### src/rtl/s38584_rb_pkg.sv
// Shared constants, FSM state encoding and address-to-pin map for the s38584 readback sequencer.
// The decode map is fixed by the s38584 netlist, so address and capture widths live here.
package s38584_rb_pkg;

    localparam int ADDR_W = 8;
    localparam int CAP_W  = 32;

    typedef logic [2:0] state_t;

    localparam state_t ST_IDLE   = 3'd0;
    localparam state_t ST_LOAD   = 3'd1;
    localparam state_t ST_SETTLE = 3'd2;
    localparam state_t ST_SAMPLE = 3'd3;
    localparam state_t ST_DONE   = 3'd4;

    // rb_addr bit i drives netlist input g<RB_PIN_G[i]>
    localparam int RB_PIN_G [ADDR_W] = '{6, 7, 8, 9, 16, 19, 28, 31};

    function automatic int rb_pin(input int addr_bit);
        return RB_PIN_G[addr_bit];
    endfunction

endpackage

### src/rtl/s38584_rr_arbiter.sv
// Round-robin pick among level requests; ptr names the requester with top priority.
// The winner is remembered on accept, and advance moves priority just past it.
module s38584_rr_arbiter
    import s38584_rb_pkg::*;
#(
    parameter int NREQ = 2,
    localparam int IDX_W = (NREQ > 1) ? $clog2(NREQ) : 1
) (
    input  logic             clk,
    input  logic             rst,
    input  logic [NREQ-1:0]  req,
    input  logic             accept,
    input  logic             advance,
    output logic [NREQ-1:0]  gnt,
    output logic [IDX_W-1:0] idx
);

    logic [IDX_W-1:0] ptr;
    logic [IDX_W-1:0] won;
    logic [IDX_W-1:0] ptr_nxt;

    always_comb begin
        int   c;
        logic found;
        gnt   = '0;
        idx   = '0;
        found = 1'b0;
        c     = 0;
        for (int i = 0; i < NREQ; i++) begin
            c = int'(ptr) + i;
            if (c >= NREQ) c = c - NREQ;
            if (!found && req[c]) begin
                found  = 1'b1;
                idx    = c[IDX_W-1:0];
                gnt[c] = 1'b1;
            end
        end
    end

    always_comb begin
        int n;
        n = int'(won) + 1;
        if (n >= NREQ) n = 0;
        ptr_nxt = n[IDX_W-1:0];
    end

    always_ff @(posedge clk or posedge rst) begin
        if (rst) begin
            ptr <= '0;
            won <= '0;
        end else begin
            if (accept)  won <= idx;
            if (advance) ptr <= ptr_nxt;
        end
    end

endmodule

### src/rtl/s38584_readback_sequencer.sv
// Shares the s38584 status-readback mux between requesters: walks base..base+len-1,
// holding each address SETTLE cycles, and returns the sampled bits with a done pulse.
module s38584_readback_sequencer
    import s38584_rb_pkg::*;
#(
    parameter int NREQ   = 2,
    parameter int LEN_W  = 6,
    parameter int SETTLE = 2,
    localparam int IDX_W = (NREQ > 1) ? $clog2(NREQ) : 1
) (
    input  logic                    CK,
    input  logic                    RST,
    input  logic [NREQ-1:0]         req,
    input  logic [NREQ*ADDR_W-1:0]  req_base,
    input  logic [NREQ*LEN_W-1:0]   req_len,
    output logic [NREQ-1:0]         gnt,
    output logic                    busy,
    output logic [ADDR_W-1:0]       rb_addr,
    output logic                    rb_en,
    input  logic                    rb_data,
    output logic                    done,
    output logic [IDX_W-1:0]        done_id,
    output logic [CAP_W-1:0]        cap_data
);

    localparam int SET_W  = $clog2(SETTLE + 1);
    localparam int CIDX_W = $clog2(CAP_W);
    localparam logic [LEN_W-1:0] CAP_LEN  = LEN_W'(CAP_W);
    localparam logic [SET_W-1:0] SET_LAST = SET_W'(SETTLE - 1);

    state_t            state, nxt;
    logic [IDX_W-1:0]  win, arb_idx;
    logic [NREQ-1:0]   arb_gnt;
    logic [ADDR_W-1:0] base_in;
    logic [LEN_W-1:0]  len_raw, len_in, len_q, idx;
    logic [SET_W-1:0]  cnt;
    logic              req_win, accept, advance;

    assign req_win = req[win];
    assign base_in = req_base[int'(win)*ADDR_W +: ADDR_W];
    assign len_raw = req_len[int'(win)*LEN_W +: LEN_W];
    assign len_in  = (len_raw > CAP_LEN) ? CAP_LEN : len_raw;
    assign accept  = (state == ST_IDLE) && (|req);
    // Aborts advance the pointer too, so a flapping requester cannot starve the others
    assign advance = (state == ST_DONE) || ((state != ST_IDLE) && !req_win);

    s38584_rr_arbiter #(.NREQ(NREQ)) u_arb (
        .clk     (CK),
        .rst     (RST),
        .req     (req),
        .accept  (accept),
        .advance (advance),
        .gnt     (arb_gnt),
        .idx     (arb_idx)
    );

    always_comb begin
        nxt = state;
        case (state)
            ST_IDLE:   if (|req) nxt = ST_LOAD;
            ST_LOAD:   if (!req_win) nxt = ST_IDLE;
                       else if (len_in == '0) nxt = ST_DONE;
                       else nxt = ST_SETTLE;
            ST_SETTLE: if (!req_win) nxt = ST_IDLE;
                       else if (cnt == SET_LAST) nxt = ST_SAMPLE;
            ST_SAMPLE: if (!req_win) nxt = ST_IDLE;
                       else if (idx == len_q - 1'b1) nxt = ST_DONE;
                       else nxt = ST_SETTLE;
            default:   nxt = ST_IDLE;
        endcase
    end

    always_ff @(posedge CK or posedge RST) begin
        if (RST) begin
            state    <= ST_IDLE;
            win      <= '0;
            gnt      <= '0;
            busy     <= 1'b0;
            rb_addr  <= '0;
            rb_en    <= 1'b0;
            done     <= 1'b0;
            done_id  <= '0;
            cap_data <= '0;
            len_q    <= '0;
            idx      <= '0;
            cnt      <= '0;
        end else begin
            state <= nxt;
            done  <= 1'b0;
            case (state)
                ST_IDLE: if (accept) begin
                    win  <= arb_idx;
                    gnt  <= arb_gnt;
                    busy <= 1'b1;
                end
                ST_LOAD: if (nxt != ST_IDLE) begin
                    len_q    <= len_in;
                    idx      <= '0;
                    cnt      <= '0;
                    cap_data <= '0;
                    if (nxt == ST_SETTLE) begin
                        rb_en   <= 1'b1;
                        rb_addr <= base_in;
                    end
                end
                ST_SETTLE: if (nxt == ST_SETTLE) cnt <= cnt + 1'b1;
                ST_SAMPLE: if (nxt != ST_IDLE) begin
                    cap_data[idx[CIDX_W-1:0]] <= rb_data;
                    idx <= idx + 1'b1;
                    cnt <= '0;
                    // 8-bit register wraps 0xFF -> 0x00 naturally
                    if (nxt == ST_SETTLE) rb_addr <= rb_addr + 1'b1;
                end
                default: ;
            endcase
            if (nxt == ST_DONE) begin
                done    <= 1'b1;
                done_id <= win;
                rb_en   <= 1'b0;
                rb_addr <= '0;
            end
            if (nxt == ST_IDLE) begin
                gnt     <= '0;
                busy    <= 1'b0;
                rb_en   <= 1'b0;
                rb_addr <= '0;
            end
        end
    end

endmodule
### config.mk
export PLATFORM = sky130hd
export DESIGN_NAME = s38584_readback_sequencer
export DESIGN_NICKNAME = d
export VERILOG_FILES = /design/src/rtl/s38584_rb_pkg.sv /design/src/rtl/s38584_rr_arbiter.sv /design/src/rtl/s38584_readback_sequencer.sv
export SDC_FILE = /design/constraint.sdc
export NUM_CORES = 1
export LEC_CHECK = 0
export BUFFER_PORTS_ARGS = -buffer_cell sky130_fd_sc_hd__buf_2
export CORE_MARGIN = 3
export CORE_UTILIZATION = 31
export CTS_CLUSTER_DIAMETER = 80
export DETAILED_ROUTE_END_ITERATION = 12
export PLACE_DENSITY = 0.48
export SETUP_SLACK_MARGIN = 0.4
export SLEW_MARGIN = 40
export SYNTH_ARGS = -nofsm -noshare
export SYNTH_HDL_FRONTEND = slang
export SYNTH_SLANG_ARGS = --single-unit
### constraint.sdc
create_clock -name CK -period 3.3 [get_ports CK]
set_input_delay 0.33 -clock CK [delete_from_list [all_inputs] [get_ports CK]]
set_output_delay 0.33 -clock CK [all_outputs]
set_load 0.01 [all_outputs]
# Yosys cells after proc, flatten, opt, wreduce, memory -nomap -nowiden
# Cells that the tools add are included.
# Widths: inputs -> output; s select.
dict set report classes {
  n_addsub 8
  multipliers 1
  n_lt_le_gt_ge 11
  n_eq_ne 16
  shifts 2
  mux 60
  n_bitwise 1
  n_reduce_logical 31
}
# op count
set ops {}
lappend ops {{$mux 32} 4}
lappend ops {{$ge 32x1->1 const B} 2}
lappend ops {{$lt 32x3->1 const B} 2}
lappend ops {{$pmux 32 s2} 1}
lappend ops {{$mux 8} 6}
lappend ops {{$bwmux 32} 1}
lappend ops {{$ge 32x3->1 const B} 1}
lappend ops {{$sub 32x3->32 const B} 1}
lappend ops {{$mux 1} 24}
lappend ops {{$mux 3} 7}
lappend ops {{$mux 6} 3}
lappend ops {{$ne 4x4->1 const B} 4}
lappend ops {{$pmux 8 s2} 1}
lappend ops {{$shiftx 16x5->8} 1}
lappend ops {{$reduce_bool 3->1} 5}
lappend ops {{$mux 2} 7}
lappend ops {{$pmux 3 s4} 1}
lappend ops {{$pmux 6 s2} 1}
lappend ops {{$shiftx 12x5->6} 1}
lappend ops {{$eq 3x2->1 const B} 3}
lappend ops {{$reduce_and 3->1} 3}
lappend ops {{$add 8x1->8 const B} 1}
lappend ops {{$reduce_bool 2->1} 4}
lappend ops {{$add 6x1->6 const B} 1}
lappend ops {{other kinds (30)} 45}
dict set report totals {
  register_bits 66
  output_inout_bits 46
}

# Logic depth before layout (Yosys ltp)
dict set report depth {
  ltp_word 14
  depth_mapped 10
}

# Cells and area by module
# Synthesis repeated with hierarchy kept, for this count alone.
dict set report hier_totals {
  hier_cells 397
  area_unflattened_um2 3773.6
}
# mod n_inst cells_per_inst area_each_um2 seq_area_each_um2
set by_module_without_submodules {}
lappend by_module_without_submodules {s38584_readback_sequencer 1 385 3662.3 1601.5}
lappend by_module_without_submodules {s38584_rr_arbiter 1 12 111.4 50.0}

# Worst setup path before layout
# OpenSTA, ideal clock, no wires.
dict set report synth_path {
  path_type {register to register}
  start {reg len_q[0]}
  end {reg cnt[0]}
  arrival_time_ps 2046
  required_time_ps 3179
  path_slack_ps 1133
  path_stages_with_launch 9
  path_cell_list {dfrtp_1 or4_1 o21ai_1 and4bb_1 o2111ai_1 and2_1 buf_2 and2_1 a22o_1}
}
dict set report synth_between {
  elab_chain_len 8
  word_cells_on_any_way 10
  cone_classes {add/sub (1); eq/ne (4); mux (3); reduce/logical (2)}
}
# element line_no
set synth_lines {}
lappend synth_lines {{from (decl)} s38584_readback_sequencer.sv:35} ;# logic [LEN_W-1:0] len_raw, len_in, len_q, idx;
lappend synth_lines {{from (signal assigned)} s38584_readback_sequencer.sv:97} ;# len_q <= len_in;
lappend synth_lines {{$sub 6x1->6 *} s38584_readback_sequencer.sv:67} ;# else if (idx == len_q - 1'b1) nxt = ST_DONE;
lappend synth_lines {{$eq 6x6->1 *} s38584_readback_sequencer.sv:67}
lappend synth_lines {{$mux 3 *} s38584_readback_sequencer.sv:67}
lappend synth_lines {{$mux 3 *} s38584_readback_sequencer.sv:66} ;# ST_SAMPLE: if (!req_win) nxt = ST_IDLE;
lappend synth_lines {{$pmux 3 s4 *} s38584_readback_sequencer.sv:59} ;# case (state)
lappend synth_lines {{named net nxt[1]} s38584_readback_sequencer.sv:31} ;# state_t state, nxt;
lappend synth_lines {{$eq 3x2->1 or $reduce_bool 3->1 (tied branches)} {s38584_readback_sequencer.sv:106, s38584_readback_sequencer.sv:96, s38584_readback_sequencer.sv:107}}
lappend synth_lines {{$ne 2x2->1 (no line) or $ne 2x1->1 (tied branches)} -}
lappend synth_lines {{$reduce_and 3->1 (no line) *} -}
lappend synth_lines {{to (signal assigned)} s38584_readback_sequencer.sv:106} ;# ST_SETTLE: if (nxt == ST_SETTLE) cnt <= cnt + 1'b1;
lappend synth_lines {{to (decl)} s38584_readback_sequencer.sv:36} ;# logic [SET_W-1:0] cnt;
# Mark *: on every way through the listed nets, which the timed path passes. The rest lies on a longest branch.
# A chain may end at the register's enable or synchronous reset.

# Final worst setup path
dict set report layout_path {
  start {reg len_q[0]}
  end {reg cap_data[8]}
}
dict set report layout_between {
  elab_chain_len 8
  word_cells_on_any_way 9
  cone_classes {add/sub (1); eq/ne (3); mux (3); reduce/logical (2)}
}
# element line_no
set layout_lines {}
lappend layout_lines {{$sub 6x1->6 *} s38584_readback_sequencer.sv:67}
lappend layout_lines {{$eq 6x6->1 *} s38584_readback_sequencer.sv:67}
lappend layout_lines {{$mux 3 *} s38584_readback_sequencer.sv:67}
lappend layout_lines {{$mux 3 *} s38584_readback_sequencer.sv:66}
lappend layout_lines {{$pmux 3 s4 *} s38584_readback_sequencer.sv:59}
lappend layout_lines {{$reduce_bool 3->1 *} {s38584_readback_sequencer.sv:96, s38584_readback_sequencer.sv:107}}
lappend layout_lines {{$ne 2x2->1 (no line)} -}
lappend layout_lines {{$reduce_and 3->1 (no line) *} -}
lappend layout_lines {{to (signal, indexed assignment)} s38584_readback_sequencer.sv:108} ;# cap_data[idx[CIDX_W-1:0]] <= rb_data;
lappend layout_lines {{to (decl)} s38584_readback_sequencer.sv:23} ;# output logic [CAP_W-1:0] cap_data
# Mark *: on every way between the ends. The rest lies on a longest branch, timed or not.

==> parameters.txt <==
Parameter                              Value

Run status
  Outcome    complete, no violations

CTS
  Number of buffers created by CTS    9
  Clock Sink Count    65
  Number of levels in the clock H-tree    3
  CTS max path bufs    2
  Hold-fix buffers, CTS    0
  Clock Tree Root    clkbuf_16
  Clk pin slew, worst setup/hold paths    0.05 ns
  Clock Latency Late Sink    approximately 0.33 ns
  CTS tree    yes

Global route
  Antenna violations before repair    0
  GR Layer Usage met1    0.237
  Global routing usage summed across all routing layers    0.168
  Largest net degree at the start of global routing    33
  Total congestion overflow after global routing    0
  First-pass GRT wire length    17.3 mm
  Vias in the first global route    about 3400
  M2 GR Usage    0.260
  Met3 Track Usage GR    0.0222
  GRT busiest layer    met2

STA
  Worst slew pin tran    between 0.7 and 0.8 ns
  Headroom to the max-slew limit    0.476
  Worst clock skew on the final layout    0.00542 ns
  Unrepaired setup endpoints after global routing    false
  Number of endpoints with negative hold slack in the final report    0
  Worst hold margin    just over 0.05 ns
  Number of pins exceeding their max-slew limit in the final report    0
  Max Clk Rate    around 400 MHz
  Finish-stage setup viols    0
  Share of the cycle needed by the critical path after routing    0.772
  Summed negative setup slack over all endpoints    0 ns
  Shortest period the worst path allows    between 2 and 3 ns

Synthesis
  Ys flop type    dfrtp_1
  Yosys top cell by area    dfrtp_1
  Portion of the post-synthesis area used by sequential elements    0.446
  Yosys warnings    0
  Top cells by area in the synthesized netlist    dfrtp_1 45%, o21ai_0 8.1%, a21oi_1 4.5%
  Number of different library cells in the post-synthesis netlist    between 40 and 50
  Post-synthesis cell count    423
  Register bit total from synthesis    65
  Most frequent cells after synthesis    65 x dfrtp_1, 59 x o21ai_0, 40 x nand2_1, 33 x a21oi_1, 29 x nor2_1
  Fraction of synthesis flops using an asynchronous set or reset pin    1.00
  Post-synth top area share    0.446
  Top-count cell post-synth    dfrtp_1
  Number of flops mapped to enable cells by yosys    0
  Average size of a mapped cell    about 8.6 um^2
  Synthesized net count    463
  Area of the mapped netlist    between 3000 and 4000 um^2

Routing
  DRC violations left    0
  DRT Wirelength    10.6 mm
  Iteration-0 DRC Markers    193
  Detailed Routing Iterations Pass 1    5
  Routed length per instance    about 17 um
  Count of vias placed by the detailed router    roughly 3400
  Mean number of vias per cell    5.26
  Routed Antenna Nets    0

Worst setup path
  Setup slack of the most critical reg-to-reg path    0.75 ns
  Data arrival at the endpoint of the critical path    between 2 and 3 ns
  Endpoint of the most critical register-to-register path    cap_data[8]$_DFFE_PP0P_
  Startpoint of the worst-slack reg-to-reg timing path    len_q[0]$_DFFE_PP0P_
  Worst Reg-to-Reg Cells    7
  Crit path required time    3.49 ns
  Critical Path Start Type    register
  Highest fanout seen on the critical path    4
  Critical Setup Path Class    register to register
  Nature of the critical path endpoint    register

Finish
  Final Non-Filler Cells    ~640
  Antenna fix cells    0
  Utilization after layout    0.405
  Number of filler cells placed in the layout    roughly 1200
  Area growth from synthesis to layout    23.9%
  Share of layout cells above drive strength 1    0.245
  NumNets Final    around 530

Die
  DIE AREA    between 10000 and 15000 um^2
  Number of ports placed on the die boundary    slightly below 80
  Die boundary width    ~110 um
  Effective utilization at floorplan    0.327
  Number of standard-cell rows in the floorplan    38
  Overall die height    between 100 and 150 um
  Area of the core    11200 um^2

Placement
  Count of buffers from port buffering    78
  Routability cong.    0.826
  Number of placed instances, taps included    621
  Detailed Place HPWL    between 7 and 8 mm

Power and ir drop
  Pwr Density    roughly 810 nW/um^2
  Static leakage power    2.22 nW
  Overall power of the completed layout    ~3.7 mW
  Worst vdd ir    about 0.26 mV

Min path
  Worst hold-check path type    input pin to async pin

Run
  Max capacitance violation total    0
[how the worst max path moves through the flow]
stage / start / to / depth (start not counted)
2_1_floorplan: len_q[0]$_DFFE_PP0P_ / cnt[0]$_DFFE_PP0P_ / 8
3_3_place_gp: len_q[0]$_DFFE_PP0P_ / cap_data[31]$_DFFE_PP0P_ / 8
3_5_place_dp: len_q[0]$_DFFE_PP0P_ / cap_data[15]$_DFFE_PP0P_ / 8
4_1_cts: len_q[0]$_DFFE_PP0P_ / cap_data[31]$_DFFE_PP0P_ / 8
5_1_grt: len_q[0]$_DFFE_PP0P_ / cap_data[8]$_DFFE_PP0P_ / 9
6_report: len_q[0]$_DFFE_PP0P_ / cap_data[8]$_DFFE_PP0P_ / 7
[kinds of logic (layout without fill, tap and decap cells)]
| family | count (synthesis) | in the layout | share of synthesized area |
|---|---|---|---|
| adders and majority gates | 7 | 7 | 0.0240 |
| muxes | 18 | 18 | 0.0518 |
| DFF | 65 | 65 | 0.446 |
| xor gates and xnor gates | 6 | 6 | 0.0144 |
| buffers and inverters | 42 | 117 | 0.0470 |
| AOI/OAI and AO/OA | 148 | 148 | 0.233 |
| and+or+nand+nor | 137 | 137 | 0.184 |
[layout by cell type (no fill, tap or decap), drive strengths merged, types with 5 or more instances in the layout]
master | synthesis | layout
clkbuf | 21 | 12
a21oi | 33 | 33
xor2 | 5 | 5
nand3 | 19 | 19
nand2 | 40 | 40
ha | 7 | 7
buf | 10 | 90
inv | 11 | 10
and3 | 7 | 7
nor3 | 9 | 9
dfrtp | 65 | 65
a31oi | 16 | 16
o21ai | 70 | 70
nand2b | 6 | 6
a22o | 5 | 5
mux2 | 7 | 7
o31ai | 5 | 5
mux2i | 11 | 11
nor2 | 30 | 30
[through the flow]
stage | setup WS [ns] | cell area, um^2
6_report | 0.752 | 4520
5_1_grt | 0.499 | 4520
4_1_cts | 0.627 | 4510
3_5_place_dp | 0.623 | 4170
3_3_place_gp | 0.720 | 4170
2_1_floorplan | 1.13 | 3650
[critical path, cell delays in order, from the launching register on]
cell	delay, ns
dfrtp_1	0.40
or4_1	0.55
nor3_1	0.14
and4bb_1	0.27
and3_1	0.19
or2_2	0.32
o21ai_1	0.36
o21ai_0	0.18
[repair_timing]
action | CTS | global route
setup endpoints to repair | 0 | 3
setup buffers | 0 | 1
resized for setup | 0 | 1
[per-layer routing]
metal,vias up,part of all wire
li1,1670,-
met1,1602,0.48
met2,71,0.47
met3,11,0.036
met4,0,0.014
met5,-,0
[state kept, by name (all words and copies together), names as in the netlist, 2 cells and up]
name,cells
cap_data,32
cnt,2
gnt,2
idx,6
len_q,6
rb_addr,8
state,3
[report_power, final]
part,switching [mW],internal [mW],total [mW]
clock network,0.348,0.723,1.07
registers,0.165,0.937,1.10
logic,0.939,0.546,1.49
total,1.45,2.21,3.66
[layout make-up]
cell class / count / area, um^2 / share of cell area
Multi-Input combinational cell: 316 / 1860 / 0.411
Timing Repair Buffer: 90 / 480 / 0.106
Clock inverter: 4 / 73.8 / 0.0163
Clock buffer: 12 / 267 / 0.0589
Tap cell: 140 / 175 / 0.0387
Inverter: 11 / 42.5 / 0.00941
Sequential cell: 65 / 1630 / 0.360
No activity file was read; power rests on OpenSTA's default activity.
